==> config.mk <==
export PLATFORM = sky130hd
export DESIGN_NAME = hack_keyboard_ctrl
export DESIGN_NICKNAME = d
export VERILOG_FILES = /design/src/rtl/hack_kbd_pkg.sv /design/src/rtl/hack_keymap.sv /design/src/rtl/hack_keyboard_ctrl.sv
export SDC_FILE = /design/constraint.sdc
export NUM_CORES = 1
export LEC_CHECK = 0
export ABC_CLOCK_PERIOD_IN_PS = 6700
export CELL_PAD_IN_SITES_DETAIL_PLACEMENT = 0
export CELL_PAD_IN_SITES_GLOBAL_PLACEMENT = 2
export CORE_MARGIN = 2
export CORE_UTILIZATION = 40
export CTS_CLUSTER_DIAMETER = 80
export DETAILED_ROUTE_END_ITERATION = 6
export PLACE_DENSITY_LB_ADDON = 0.1
export SKIP_LAST_GASP = 1
export SYNTH_ARGS = -nofsm -noshare
export SYNTH_HDL_FRONTEND = slang
export SYNTH_HIERARCHICAL = 1
export SYNTH_SLANG_ARGS = --single-unit
==> constraint.sdc <==
create_clock -name clk -period 6.7 [get_ports clk]
set_clock_uncertainty 0.15 [all_clocks]
set_input_delay 1.005 -clock clk [delete_from_list [all_inputs] [get_ports clk]]
set_output_delay 1.005 -clock clk [all_outputs]
set_load 0.05 [all_outputs]
==> src/rtl/hack_kbd_pkg.sv <==
// Shared constants and types for the Hack keyboard controller: special key
// codes, shift scan ids and the held-stack entry layout.
package hack_kbd_pkg;

   localparam logic [7:0] KEY_NEWLINE   = 8'd128;
   localparam logic [7:0] KEY_BACKSPACE = 8'd129;
   localparam logic [7:0] KEY_LEFT      = 8'd130;
   localparam logic [7:0] KEY_UP        = 8'd131;
   localparam logic [7:0] KEY_RIGHT     = 8'd132;
   localparam logic [7:0] KEY_DOWN      = 8'd133;
   localparam logic [7:0] KEY_HOME      = 8'd134;
   localparam logic [7:0] KEY_END       = 8'd135;
   localparam logic [7:0] KEY_PGUP      = 8'd136;
   localparam logic [7:0] KEY_PGDN      = 8'd137;
   localparam logic [7:0] KEY_INSERT    = 8'd138;
   localparam logic [7:0] KEY_DELETE    = 8'd139;
   localparam logic [7:0] KEY_ESC       = 8'd140;
   localparam logic [7:0] KEY_F1        = 8'd141;

   localparam logic [8:0] SHIFT_L_ID = 9'h012;
   localparam logic [8:0] SHIFT_R_ID = 9'h059;

   typedef struct packed {
      logic [8:0] id;
      logic [7:0] code;
   } held_ent_t;

endpackage

==> src/rtl/hack_keymap.sv <==
// Combinational PS/2 set-2 key id (E0 flag + scan code) to Hack code
// translation; returns 0 for keys with no Hack meaning.
module hack_keymap
   import hack_kbd_pkg::*;
#(
   parameter bit CASE_ENABLE = 1'b1
) (
   input  logic [8:0] id,
   input  logic       shift,
   output logic [7:0] code
);

   logic [7:0] base;
   logic [7:0] shifted;
   logic       letter;

   always_comb begin
      base    = '0;
      shifted = '0;
      unique case (id)
         9'h01C: base = 8'h41;  9'h032: base = 8'h42;  9'h021: base = 8'h43;
         9'h023: base = 8'h44;  9'h024: base = 8'h45;  9'h02B: base = 8'h46;
         9'h034: base = 8'h47;  9'h033: base = 8'h48;  9'h043: base = 8'h49;
         9'h03B: base = 8'h4A;  9'h042: base = 8'h4B;  9'h04B: base = 8'h4C;
         9'h03A: base = 8'h4D;  9'h031: base = 8'h4E;  9'h044: base = 8'h4F;
         9'h04D: base = 8'h50;  9'h015: base = 8'h51;  9'h02D: base = 8'h52;
         9'h01B: base = 8'h53;  9'h02C: base = 8'h54;  9'h03C: base = 8'h55;
         9'h02A: base = 8'h56;  9'h01D: base = 8'h57;  9'h022: base = 8'h58;
         9'h035: base = 8'h59;  9'h01A: base = 8'h5A;
         9'h016: {base, shifted} = {8'h31, 8'h21};
         9'h01E: {base, shifted} = {8'h32, 8'h40};
         9'h026: {base, shifted} = {8'h33, 8'h23};
         9'h025: {base, shifted} = {8'h34, 8'h24};
         9'h02E: {base, shifted} = {8'h35, 8'h25};
         9'h036: {base, shifted} = {8'h36, 8'h5E};
         9'h03D: {base, shifted} = {8'h37, 8'h26};
         9'h03E: {base, shifted} = {8'h38, 8'h2A};
         9'h046: {base, shifted} = {8'h39, 8'h28};
         9'h045: {base, shifted} = {8'h30, 8'h29};
         9'h00E: {base, shifted} = {8'h60, 8'h7E};
         9'h04E: {base, shifted} = {8'h2D, 8'h5F};
         9'h055: {base, shifted} = {8'h3D, 8'h2B};
         9'h054: {base, shifted} = {8'h5B, 8'h7B};
         9'h05B: {base, shifted} = {8'h5D, 8'h7D};
         9'h05D: {base, shifted} = {8'h5C, 8'h7C};
         9'h04C: {base, shifted} = {8'h3B, 8'h3A};
         9'h052: {base, shifted} = {8'h27, 8'h22};
         9'h041: {base, shifted} = {8'h2C, 8'h3C};
         9'h049: {base, shifted} = {8'h2E, 8'h3E};
         9'h04A: {base, shifted} = {8'h2F, 8'h3F};
         9'h029: base = 8'h20;
         9'h079: base = 8'h2B;  9'h07B: base = 8'h2D;  9'h07C: base = 8'h2A;
         9'h14A: base = 8'h2F;
         9'h05A, 9'h15A: base = KEY_NEWLINE;
         9'h066: base = KEY_BACKSPACE;
         9'h16B: base = KEY_LEFT;    9'h175: base = KEY_UP;
         9'h174: base = KEY_RIGHT;   9'h172: base = KEY_DOWN;
         9'h16C: base = KEY_HOME;    9'h169: base = KEY_END;
         9'h17D: base = KEY_PGUP;    9'h17A: base = KEY_PGDN;
         9'h170: base = KEY_INSERT;  9'h171: base = KEY_DELETE;
         9'h076: base = KEY_ESC;
         9'h005: base = KEY_F1;          9'h006: base = KEY_F1 + 8'd1;
         9'h004: base = KEY_F1 + 8'd2;   9'h00C: base = KEY_F1 + 8'd3;
         9'h003: base = KEY_F1 + 8'd4;   9'h00B: base = KEY_F1 + 8'd5;
         9'h083: base = KEY_F1 + 8'd6;   9'h00A: base = KEY_F1 + 8'd7;
         9'h001: base = KEY_F1 + 8'd8;   9'h009: base = KEY_F1 + 8'd9;
         9'h078: base = KEY_F1 + 8'd10;  9'h007: base = KEY_F1 + 8'd11;
         default: base = '0;
      endcase
      // Keys without a distinct shifted symbol translate the same either way.
      if (shifted == 8'h00) shifted = base;
   end

   assign letter = (base >= 8'h41) && (base <= 8'h5A);

   always_comb begin
      if (letter)
         code = (CASE_ENABLE && !shift) ? (base | 8'h20) : base;
      else
         code = (CASE_ENABLE && shift) ? shifted : base;
   end

endmodule

==> src/rtl/hack_keyboard_ctrl.sv <==
// PS/2 event bus to Hack keyboard bridge: event detect, shift tracking,
// held-key stack driving hack_scancode, and a buffered keystroke queue.
module hack_keyboard_ctrl
   import hack_kbd_pkg::*;
#(
   parameter int HELD_KEYS   = 4,
   parameter int FIFO_DEPTH  = 8,
   parameter bit CASE_ENABLE = 1'b1
) (
   input  logic                           clk,
   input  logic                           reset,
   input  logic [10:0]                    ps2_key,
   output logic [7:0]                     hack_scancode,
   output logic                           shift_held,
   output logic [$clog2(HELD_KEYS+1)-1:0] held_count,
   output logic                           ev_valid,
   input  logic                           ev_ready,
   output logic [7:0]                     ev_data,
   output logic                           ev_overflow
);

   localparam int CW = $clog2(HELD_KEYS + 1);
   localparam int AW = $clog2(FIFO_DEPTH);

   logic        tog_p0, primed, vld_p0;
   logic [9:0]  key_p0;
   logic        shift_l, shift_r;
   held_ent_t   stk     [HELD_KEYS];
   held_ent_t   stk_nxt [HELD_KEYS];
   logic [CW-1:0] cnt, cnt_nxt;
   logic [7:0]  top_nxt, map_code, push_code;
   logic        push, hit, is_shift;
   int          hit_idx;
   logic [7:0]  mem [FIFO_DEPTH];
   logic [AW-1:0] wr_ptr, rd_ptr;
   logic [AW:0]   occ;
   logic        pop, full, push_ok;

   // Stage p0: toggle edge detect; the first clock after reset only primes.
   always_ff @(posedge clk or posedge reset) begin
      if (reset) begin
         tog_p0 <= 1'b0;
         primed <= 1'b0;
         vld_p0 <= 1'b0;
         key_p0 <= '0;
      end else begin
         tog_p0 <= ps2_key[10];
         primed <= 1'b1;
         vld_p0 <= primed && (ps2_key[10] != tog_p0);
         key_p0 <= ps2_key[9:0];
      end
   end

   // Stage p1: translate with the current shift state and update the stack.
   assign is_shift = (key_p0[8:0] == SHIFT_L_ID) || (key_p0[8:0] == SHIFT_R_ID);

   hack_keymap #(.CASE_ENABLE(CASE_ENABLE)) u_keymap (
      .id    (key_p0[8:0]),
      .shift (shift_held),
      .code  (map_code)
   );

   always_comb begin
      stk_nxt   = stk;
      cnt_nxt   = cnt;
      push      = 1'b0;
      push_code = '0;
      hit       = 1'b0;
      hit_idx   = 0;
      top_nxt   = '0;
      for (int i = 0; i < HELD_KEYS; i++)
         if (i < int'(cnt) && stk[i].id == key_p0[8:0]) begin
            hit     = 1'b1;
            hit_idx = i;
         end
      if (vld_p0 && !is_shift) begin
         if (key_p0[9] && hit) begin
            push = 1'b1;
            for (int i = 0; i < HELD_KEYS; i++)
               if (i == hit_idx) push_code = stk[i].code;
         end else if (key_p0[9] && map_code != 8'h00) begin
            push      = 1'b1;
            push_code = map_code;
            if (cnt == CW'(HELD_KEYS)) begin
               for (int i = 0; i < HELD_KEYS - 1; i++) stk_nxt[i] = stk[i+1];
               stk_nxt[HELD_KEYS-1] = '{id: key_p0[8:0], code: map_code};
            end else begin
               for (int i = 0; i < HELD_KEYS; i++)
                  if (i == int'(cnt)) stk_nxt[i] = '{id: key_p0[8:0], code: map_code};
               cnt_nxt = cnt + CW'(1);
            end
         end else if (!key_p0[9] && hit) begin
            for (int i = 0; i < HELD_KEYS - 1; i++)
               if (i >= hit_idx) stk_nxt[i] = stk[i+1];
            stk_nxt[HELD_KEYS-1] = '0;
            cnt_nxt = cnt - CW'(1);
         end
      end
      for (int i = 0; i < HELD_KEYS; i++)
         if (i == int'(cnt_nxt) - 1) top_nxt = stk_nxt[i].code;
   end

   always_ff @(posedge clk or posedge reset) begin
      if (reset) begin
         for (int i = 0; i < HELD_KEYS; i++) stk[i] <= '0;
         cnt           <= '0;
         hack_scancode <= '0;
         shift_l       <= 1'b0;
         shift_r       <= 1'b0;
      end else begin
         stk           <= stk_nxt;
         cnt           <= cnt_nxt;
         hack_scancode <= top_nxt;
         if (vld_p0 && key_p0[8:0] == SHIFT_L_ID) shift_l <= key_p0[9];
         if (vld_p0 && key_p0[8:0] == SHIFT_R_ID) shift_r <= key_p0[9];
      end
   end

   assign shift_held = shift_l | shift_r;
   assign held_count = cnt;

   // Event queue; a simultaneous pop frees the slot, so full+pop still accepts.
   assign ev_valid = (occ != '0);
   assign ev_data  = mem[rd_ptr];
   assign pop      = ev_valid && ev_ready;
   assign full     = (occ == (AW+1)'(FIFO_DEPTH));
   assign push_ok  = push && (!full || pop);

   always_ff @(posedge clk or posedge reset) begin
      if (reset) begin
         for (int i = 0; i < FIFO_DEPTH; i++) mem[i] <= '0;
         wr_ptr      <= '0;
         rd_ptr      <= '0;
         occ         <= '0;
         ev_overflow <= 1'b0;
      end else begin
         if (push_ok) begin
            mem[wr_ptr] <= push_code;
            wr_ptr      <= wr_ptr + AW'(1);
         end
         if (pop) rd_ptr <= rd_ptr + AW'(1);
         if (push_ok && !pop) occ <= occ + (AW+1)'(1);
         else if (pop && !push_ok) occ <= occ - (AW+1)'(1);
         if (push && !push_ok) ev_overflow <= 1'b1;
      end
   end

endmodule
==> impl_summary.log, run 1 <==
[metrics] run status: finished clean
[metrics] synthesized area divided by synthesized cell count: 9.29 sq um
[metrics] first-pass GRT wire length: 60.2 mm
[metrics] number of cell instances on the worst register-to-register path: 22
[metrics] start point of the worst min-delay path: shift_l
[metrics] count of buffers added by post-CTS timing repair for setup: 0
[metrics] register-to-register setup slack: 800 ps
[metrics] full die area: 29700 sq um
[metrics] setup repair after global routing missed its margin: no
[metrics] CTS clock-pin slew for the worst setup and hold paths: approximately 70 ps
[metrics] detailed placement HPWL: approximately 27 mm
[metrics] depth of the CTS H-tree: 4
[metrics] TritonCTS Sinks: 169
[metrics] synthesized netlist cell count: between 1000 and 1500
[metrics] maximum net fanout on the critical path: 21
[metrics] FF+latch count, synth: 169
[metrics] part of the cycle the worst path needs: around nine tenths
[metrics] # diodes: 0
[metrics] TritonCTS clock tree: built
[metrics] placed inst area: 12000 sq um
[metrics] endpoint required time on the critical path: roughly 6900 ps
[metrics] residual overflow from global routing: 0
[metrics] root cell of the clock tree: sky130_fd_sc_hd__clkbuf_16
[metrics] worst rel slew slack: around 24%
[metrics] setup TNS: 0 ps
[metrics] worst hold slack after final layout: roughly 320 ps
[metrics] WL per Instance: roughly 24 microns
[metrics] dominant cells by area after synthesis: sky130_fd_sc_hd__dfrtp_1 (37%), sky130_fd_sc_hd__mux2_2 (5.8%), sky130_fd_sc_hd__nand2_1 (5.0%)
[metrics] number of buffer cells added on primary ports: 35
[metrics] area share of the largest cell type after synthesis: between 30% and 40%
[metrics] layout overhead on the synthesized area: 11.4%
[metrics] post-cts gate resize count: 0
[metrics] Finished Cell Area: 12600 sq um
[metrics] Clock Tree Buf Depth: 2
[metrics] library cells used by synthesis: between 90 and 100
[metrics] max capacitance violation total: 0
[metrics] FFs w/ async S/R, synth: 100%
[metrics] via count of the first global-routing pass: between 9000 and 10000
[metrics] vias: 9855
[metrics] Final Wtd Congestion: slightly below 1
[metrics] std cell rows: 61
[metrics] syn nets: ~1200
[metrics] clock latency on the worst-skew pair: between 400 and 500 ps
[metrics] most common cell after layout, fill and taps aside: sky130_fd_sc_hd__dfrtp_1
[metrics] number of enable flip-flop cells after synthesis: 0
[metrics] kind of end point of the critical path: flop
[metrics] Core Area: ~28000 sq um
[metrics] number of failing setup endpoints in the final timing report: 0
[metrics] Placed Cells incl. Taps: approximately 1600
[metrics] utilization after layout: 45.3%
[metrics] WP data arrival: 6090 ps
[metrics] number of endpoints with negative hold slack in the final report: 0
[metrics] actual slew at the worst max-slew pin: 1140 ps
[metrics] maximum number of pins on one net before global-route repair: 90
[metrics] Num CTS Buffers: 17
[metrics] Pwr Density: ~320 nW/um^2
[metrics] Final min period: 5900 ps
[metrics] starting density of the core: ~40%
[metrics] Die Height: roughly 170 microns
[metrics] Post-synth top flop: sky130_fd_sc_hd__dfrtp_1
[metrics] Non-Filler Instances: 1619
[metrics] CP Class: reg2reg
[metrics] fraction of layout instances using a drive strength above 1: between 15 and 20%
[metrics] overall track demand over capacity in global routing: about 27%
[metrics] drt via density: 6.09
[metrics] quantity of hold-fixing buffers added after cts: 0
[metrics] Cell Area, Synth: roughly 11000 sq um
[metrics] die width: 172 microns
[metrics] DR DRC count: 0
[metrics] wire length reported by the detailed router: a little under 40 mm
[metrics] initial antenna violation count: 0
[metrics] max-slew violation count: 0
[metrics] leakage dissipation: roughly 5.2 nW
[metrics] Yosys warning count: 6
[metrics] type of the worst min-delay path: reg2reg
[metrics] maximum clock rate: 169 MHz
[metrics] cell taking the most area after synthesis: sky130_fd_sc_hd__dfrtp_1
[metrics] end point of the most critical hold path: shift_l
[metrics] Antenna Nets Post-Route: 0
[metrics] violation count after the first detailed-route iteration: approximately 1000
[metrics] Initial DRT Pass Iterations: 5
[metrics] Worst setup SP type: flop
[metrics] Hold Path Cell Cnt: 2
[metrics] # nets final: 1254
[metrics] portion of the post-synthesis area used by sequential elements: a little under two fifths
[metrics] reg-to-reg endpoint: occ[3]
[metrics] ports placed on the boundary: 36
[metrics] highest ir drop seen on vdd: approximately 0.00016 V
[metrics] Critical R2R Launch: key_p0[6]
[metrics] leading cell types in the layout, fill and taps excluded: sky130_fd_sc_hd__dfrtp_1 (167), sky130_fd_sc_hd__nand2_1 (150), sky130_fd_sc_hd__nor2_1 (100), sky130_fd_sc_hd__o21ai_0 (79), sky130_fd_sc_hd__a21oi_1 (75)
state kept, by name, indices dropped and copies added (netlist names), 3 cells and up:
signal	cells
hack_scancode	8
stk	68
wr_ptr	3
key_p0	10
held_count	3
mem	64
occ	4
rd_ptr	3
kinds of logic (layout without fill, tap and decap cells):
logic type	after synthesis	count (layout)	synth area share, %
AO/OA/AOI/OAI	329	329	19.3
other	1	1	0.0331
buffers and inverters	102	124	4.60
adder cells (fa/ha/maj)	12	12	1.39
AND/OR/NAND/NOR	444	444	20.5
flip-flops	169	169	37.3
XOR/XNOR	51	51	3.94
multiplexers	111	111	12.9
how the worst max path moves through the flow:
stage	from	endpoint	slack, ps	cells past startpoint
6_report	key_p0[6]	occ[3]	800	22
5_1_grt	key_p0[7]	occ[3]	320	21
4_1_cts	key_p0[7]	occ[3]	820	21
3_5_place_dp	key_p0[7]	occ[3]	860	21
3_3_place_gp	key_p0[5]	occ[3]	920	21
2_1_floorplan	reset	ev_overflow	970	1
worst max-delay path, stage by stage, from the launching register on:
cell                       delay, ps
sky130_fd_sc_hd__dfrtp_1         400
sky130_fd_sc_hd__buf_4           280
sky130_fd_sc_hd__nor4b_1         840
sky130_fd_sc_hd__and4_1          320
sky130_fd_sc_hd__a211o_1         140
sky130_fd_sc_hd__or2_1           150
sky130_fd_sc_hd__o41a_1          420
sky130_fd_sc_hd__o2111a_1        280
sky130_fd_sc_hd__o221ai_2        110
sky130_fd_sc_hd__buf_4           180
sky130_fd_sc_hd__nor4_1          590
sky130_fd_sc_hd__a21oi_2         170
sky130_fd_sc_hd__o21ai_4         210
sky130_fd_sc_hd__nand2b_4        200
sky130_fd_sc_hd__clkinv_2        120
sky130_fd_sc_hd__ha_1            220
sky130_fd_sc_hd__inv_1           110
sky130_fd_sc_hd__ha_1            240
sky130_fd_sc_hd__a21o_1          150
sky130_fd_sc_hd__a21oi_1         170
sky130_fd_sc_hd__xnor2_1         130
sky130_fd_sc_hd__nor2_1           60
sky130_fd_sc_hd__xor2_1          140
metrics by stage:
stage / setup slack, ps / total power [W]
global placement: 920 / 0.00304
floorplan: 970 / 0.00258
global route: 321 / 0.00426
CTS: 821 / 0.00402
detailed placement: 858 / 0.00303
finish: 795 / 0.00401
power by group:
part	leakage, nW	switching (W)	internal (W)
Sequential	2.15	0.000301	0.00126
Clock	0.270	0.000485	0.000495
Combinational	2.76	0.000909	0.000565
layer usage:
metal,up-vias,global-route usage [%],part of all wire (%),routed length (microns)
li1,4485,-,-,-
met4,0,11.0,3.5,1370
met1,4878,37.7,45,17600
met3,98,5.29,6.7,2590
met2,394,42.0,45,17400
met5,-,0,0,0
Yosys cell counts, drive strengths merged, types with 12 or more instances:
library cell / n
a21oi: 77
a22oi: 46
a31oi: 19
and3: 14
buf: 53
clkbuf: 36
dfrtp: 169
inv: 12
mux2: 74
mux2i: 21
mux4: 16
nand2: 151
nand2b: 16
nand3: 33
nand4: 14
nor2: 101
nor2b: 20
nor3: 19
nor3b: 12
nor4: 19
o211ai: 12
o21ai: 91
xnor2: 23
xor2: 28
cell type report:
type	instances	area, sq um
fill	2710	15200
multi-input combinational	948	6600
sequential	169	4230
timing repair buffer	79	681
tap	378	473
clock buffer	17	425
clock inverter	15	151
inverter	13	55.1
(Power assumes the default switching activity.)
==> inputs of run 2 (changes only) <==
--- a/config.mk
+++ b/config.mk
@@ -5,14 +5,16 @@
 export SDC_FILE = /design/constraint.sdc
 export NUM_CORES = 1
 export LEC_CHECK = 0
+export ABC_AREA = 1
 export ABC_CLOCK_PERIOD_IN_PS = 6700
 export CELL_PAD_IN_SITES_DETAIL_PLACEMENT = 0
 export CELL_PAD_IN_SITES_GLOBAL_PLACEMENT = 2
-export CORE_MARGIN = 2
-export CORE_UTILIZATION = 40
+export CORE_MARGIN = 1.5
+export CORE_UTILIZATION = 35
 export CTS_CLUSTER_DIAMETER = 80
 export DETAILED_ROUTE_END_ITERATION = 6
 export PLACE_DENSITY_LB_ADDON = 0.1
+export SKIP_CTS_REPAIR_TIMING = 1
 export SKIP_LAST_GASP = 1
 export SYNTH_ARGS = -nofsm -noshare
 export SYNTH_HDL_FRONTEND = slang
==> run 2 against run 1 <==
Against the previous run:
- global-route usage hardly changed
- die area is 22% higher
- wire length is 23% higher
- non-clock buffer count is 17 lower
- critical path depth is 5 higher
- clock power hardly changed
- core utilization is 5.9 points lower
- combinational power is 48% higher
- setup slack better by 490 ps
- clock-buffer cell count is 2 higher
- power is 16% higher
- area after synthesis is 8.4% higher
- critical path type unchanged
- critical endpoint unchanged
- highest routed layer unchanged
==> impl_summary.log, run 2 <==
[metrics] run status: finished clean
[metrics] placed inst area: between 10000 and 15000 sq um
[metrics] dominant cells by area after synthesis: sky130_fd_sc_hd__dfrtp_1 (34%), sky130_fd_sc_hd__nand2_1 (18%), sky130_fd_sc_hd__nor2_1 (7.1%)
[metrics] setup TNS: 0 ps
[metrics] Yosys warning count: 6
[metrics] std cell rows: a little under 70
[metrics] synthesized netlist cell count: 1904
[metrics] FF+latch count, synth: around 170
[metrics] layout overhead on the synthesized area: 10.8%
[metrics] largest registers in the final layout: stk (68), mem (64), key_p0 (10)
[metrics] depth of the CTS H-tree: 4
[metrics] drt via density: about 5.4
[metrics] part of the cycle the worst path needs: between 80 and 90%
[metrics] share of total power in combinational logic: between 40% and 50%
[metrics] syn nets: slightly below 2000
[metrics] highest ir drop seen on vdd: ~0.00027 V
[metrics] Worst setup SP type: flop
[metrics] Synth top cells by count: sky130_fd_sc_hd__nand2_1 (592), sky130_fd_sc_hd__nor2_1 (231), sky130_fd_sc_hd__dfrtp_1 (169)
[metrics] Core Area: 34500 sq um
[metrics] number of endpoints with negative hold slack in the final report: 0
[metrics] Initial DRT Pass Iterations: 6
[metrics] synthesized area divided by synthesized cell count: 6.45 sq um
[metrics] endpoint required time on the critical path: between 6000 and 7000 ps
[metrics] vias: between 10000 and 15000
[metrics] WL per Instance: slightly above 20 microns
[metrics] overall track demand over capacity in global routing: a little over a quarter
[metrics] CP Class: reg2reg
[metrics] maximum clock rate: about 180 MHz
[metrics] maximum number of pins on one net before global-route repair: between 70 and 80
[metrics] Num CTS Buffers: 17
[metrics] wire length reported by the detailed router: approximately 48 mm
[metrics] clock latency on the worst-skew pair: roughly 450 ps
[metrics] type of the worst min-delay path: reg2reg
[metrics] leakage dissipation: between 6 and 7 nW
[metrics] Final min period: 5420 ps
[metrics] TritonCTS clock tree: built
[metrics] number of enable flip-flop cells after synthesis: 0
[metrics] sequential power share: around a third
[metrics] number of failing setup endpoints in the final timing report: 0
[metrics] die width: 190 microns
[metrics] Cell Area, Synth: 12300 sq um
[metrics] residual overflow from global routing: 0
[metrics] portion of the post-synthesis area used by sequential elements: 34.4%
[metrics] full die area: roughly 36000 sq um
[metrics] fraction of layout instances using a drive strength above 1: slightly below 9%
[metrics] TritonCTS Sinks: 169
[metrics] setup repair after global routing missed its margin: no
[metrics] max capacitance violation total: 0
[metrics] ports placed on the boundary: 36
[metrics] Die Height: 190 microns
[metrics] starting density of the core: a little over a third
[metrics] net load switching power: around 0.0022 W
[metrics] WP data arrival: between 5000 and 6000 ps
[metrics] Largest Register: stk
[metrics] maximum net fanout on the critical path: 37
[metrics] most frequent cell after synthesis: sky130_fd_sc_hd__nand2_1
[metrics] switching share of power: 47.6%
[metrics] Clock Tree Buf Depth: 2
[metrics] initial antenna violation count: 0
[metrics] Final Wtd Congestion: between 0.9 and 1
[metrics] violation count after the first detailed-route iteration: about 1200
[metrics] library cells used by synthesis: between 50 and 60
[metrics] cell taking the most area after synthesis: sky130_fd_sc_hd__dfrtp_1
[metrics] # diodes: 0
[metrics] number of buffer cells added on primary ports: 35
[metrics] worst hold slack after final layout: 326 ps
[metrics] DR DRC count: 0
[metrics] actual slew at the worst max-slew pin: between 1000 and 1500 ps
[metrics] Antenna Nets Post-Route: 0
[metrics] first-pass GRT wire length: about 76 mm
[metrics] root cell of the clock tree: sky130_fd_sc_hd__clkbuf_16
[metrics] CTS clock-pin slew for the worst setup and hold paths: roughly 70 ps
[metrics] clock network fraction of total power: 21.6%
[metrics] number of fillers in the final layout: 3832
[metrics] worst rel slew slack: roughly 27%
[metrics] internal power summed over all cells: roughly 0.0024 W
[metrics] # nets final: slightly below 2000
[metrics] detailed placement HPWL: 33.8 mm
[metrics] Pwr Density: roughly 340 nW/um^2
[metrics] max FFs per register: a little under 70
[metrics] leading cell types in the layout, fill and taps excluded: sky130_fd_sc_hd__nand2_1 (592), sky130_fd_sc_hd__nor2_1 (231), sky130_fd_sc_hd__dfrtp_1 (169), sky130_fd_sc_hd__o21ai_0 (167), sky130_fd_sc_hd__inv_1 (160)
[metrics] max-slew violation count: 0
[metrics] area share of the largest cell type after synthesis: between 30% and 40%
[metrics] most common cell after layout, fill and taps aside: sky130_fd_sc_hd__nand2_1
[metrics] Finished Cell Area: 13600 sq um
[metrics] via count of the first global-routing pass: about 12000
[metrics] kind of end point of the critical path: flop
[metrics] FFs w/ async S/R, synth: 100%
[metrics] Post-synth top flop: sky130_fd_sc_hd__dfrtp_1
==> run 2: cell count changes after synthesis, moves of 24 or more <==
cell	previous run	this run
sky130_fd_sc_hd__nor2_1	100	231
sky130_fd_sc_hd__a22oi_1	46	0
sky130_fd_sc_hd__inv_2	0	40
sky130_fd_sc_hd__nand3_1	31	121
sky130_fd_sc_hd__o22ai_1	3	49
sky130_fd_sc_hd__o21ai_0	79	167
sky130_fd_sc_hd__nand4_1	13	47
sky130_fd_sc_hd__xor2_1	28	4
sky130_fd_sc_hd__mux2_2	58	0
sky130_fd_sc_hd__inv_1	12	161
sky130_fd_sc_hd__nand2_1	150	592
==> run 2: metrics by stage <==
step | setup WS (ps) | util, % | power, W | std cells
3_5_place_dp | 1380 | 37.8 | 0.00364 | 2347
6_report | 1280 | 39.4 | 0.00464 | 2379
4_1_cts | 1360 | 39.4 | 0.00465 | 2379
3_3_place_gp | 1330 | 37.8 | 0.00364 | 2347
5_1_grt | 867 | 39.4 | 0.00496 | 2379
2_1_floorplan | 970 | - | 0.00295 | 1904
==> run 2: power by group through the flow <==
stage | registers [W] | clock network (W) | logic [W]
2_1_floorplan | 0.00151 | 0 | 0.00144
3_3_place_gp | 0.00148 | 0 | 0.00216
3_5_place_dp | 0.00149 | 0 | 0.00215
4_1_cts | 0.00147 | 0.00103 | 0.00216
5_1_grt | 0.00150 | 0.00106 | 0.00239
6_report | 0.00147 | 0.00100 | 0.00217
==> run 2: area by class of cell <==
type / instances / area (sq um) / share of cell area (%)
repair buffers: 62 / 553 / 4.06
multi-input cells: 1455 / 6920 / 50.8
well taps: 455 / 569 / 4.18
clock inverters: 13 / 120 / 0.882
inverters: 206 / 783 / 5.75
clock buffers: 19 / 443 / 3.25
flip-flops and latches: 169 / 4230 / 31.1
==> run 2: per-layer routing <==
| metal | up-vias | routed length, microns | global-route usage (%) |
|---|---|---|---|
| met1 | 6028 | 22200 | 37.9 |
| met4 | 0 | 892 | 7.57 |
| li1 | 6223 | - | - |
| met5 | - | 0 | 0 |
| met2 | 421 | 22300 | 44.5 |
| met3 | 66 | 2450 | 3.31 |
==> run 2: kinds of logic after synthesis <==
| kind of cell | share of synthesized area, % |
|---|---|
| other | 0.0305 |
| adders and majority gates | 1.28 |
| buffers and inverters | 9.27 |
| DFF | 34.4 |
| xor gates and xnor gates | 0.713 |
| and+or+nand+nor | 38.4 |
| AOI/OAI and AO/OA | 15.9 |
==> run 2: worst max-delay path, cell delays in order (launching register included) <==
cell and delay, ps:
sky130_fd_sc_hd__dfrtp_1 810, sky130_fd_sc_hd__inv_4 290, sky130_fd_sc_hd__nand3_2 280, sky130_fd_sc_hd__inv_1 140, sky130_fd_sc_hd__o21ai_1 230, sky130_fd_sc_hd__nand4_1 210
sky130_fd_sc_hd__nor2_1 220, sky130_fd_sc_hd__nand3_1 140, sky130_fd_sc_hd__nand2_1 90, sky130_fd_sc_hd__nand2_1 90, sky130_fd_sc_hd__inv_1 190, sky130_fd_sc_hd__nand4_1 120
sky130_fd_sc_hd__nor2_1 180, sky130_fd_sc_hd__nor2_4 110, sky130_fd_sc_hd__inv_2 110, sky130_fd_sc_hd__buf_4 410, sky130_fd_sc_hd__nand2_2 130, sky130_fd_sc_hd__nand2_4 120
sky130_fd_sc_hd__nor2_8 50, sky130_fd_sc_hd__ha_1 210, sky130_fd_sc_hd__inv_1 110, sky130_fd_sc_hd__ha_1 240, sky130_fd_sc_hd__a21o_1 150, sky130_fd_sc_hd__a21oi_1 170
sky130_fd_sc_hd__nand2_1 70, sky130_fd_sc_hd__nand2_1 60, sky130_fd_sc_hd__nor2_1 40, sky130_fd_sc_hd__xor2_1 130
==> run 2: path summary, 6_finish.rpt <==
check / startpoint / endpoint / slack [ps] / depth (start not counted)
min in group asynchronous: reset / mem[51] / 840 / 2
max reg2reg: key_p0[8] / occ[3] / 1280 / 27
max in group asynchronous: reset / hack_scancode[1] / 4110 / 3
max: key_p0[8] / occ[3] / 1280 / 27
min: mem[36] / mem[36] / 330 / 2
min reg2reg: mem[36] / mem[36] / 330 / 2
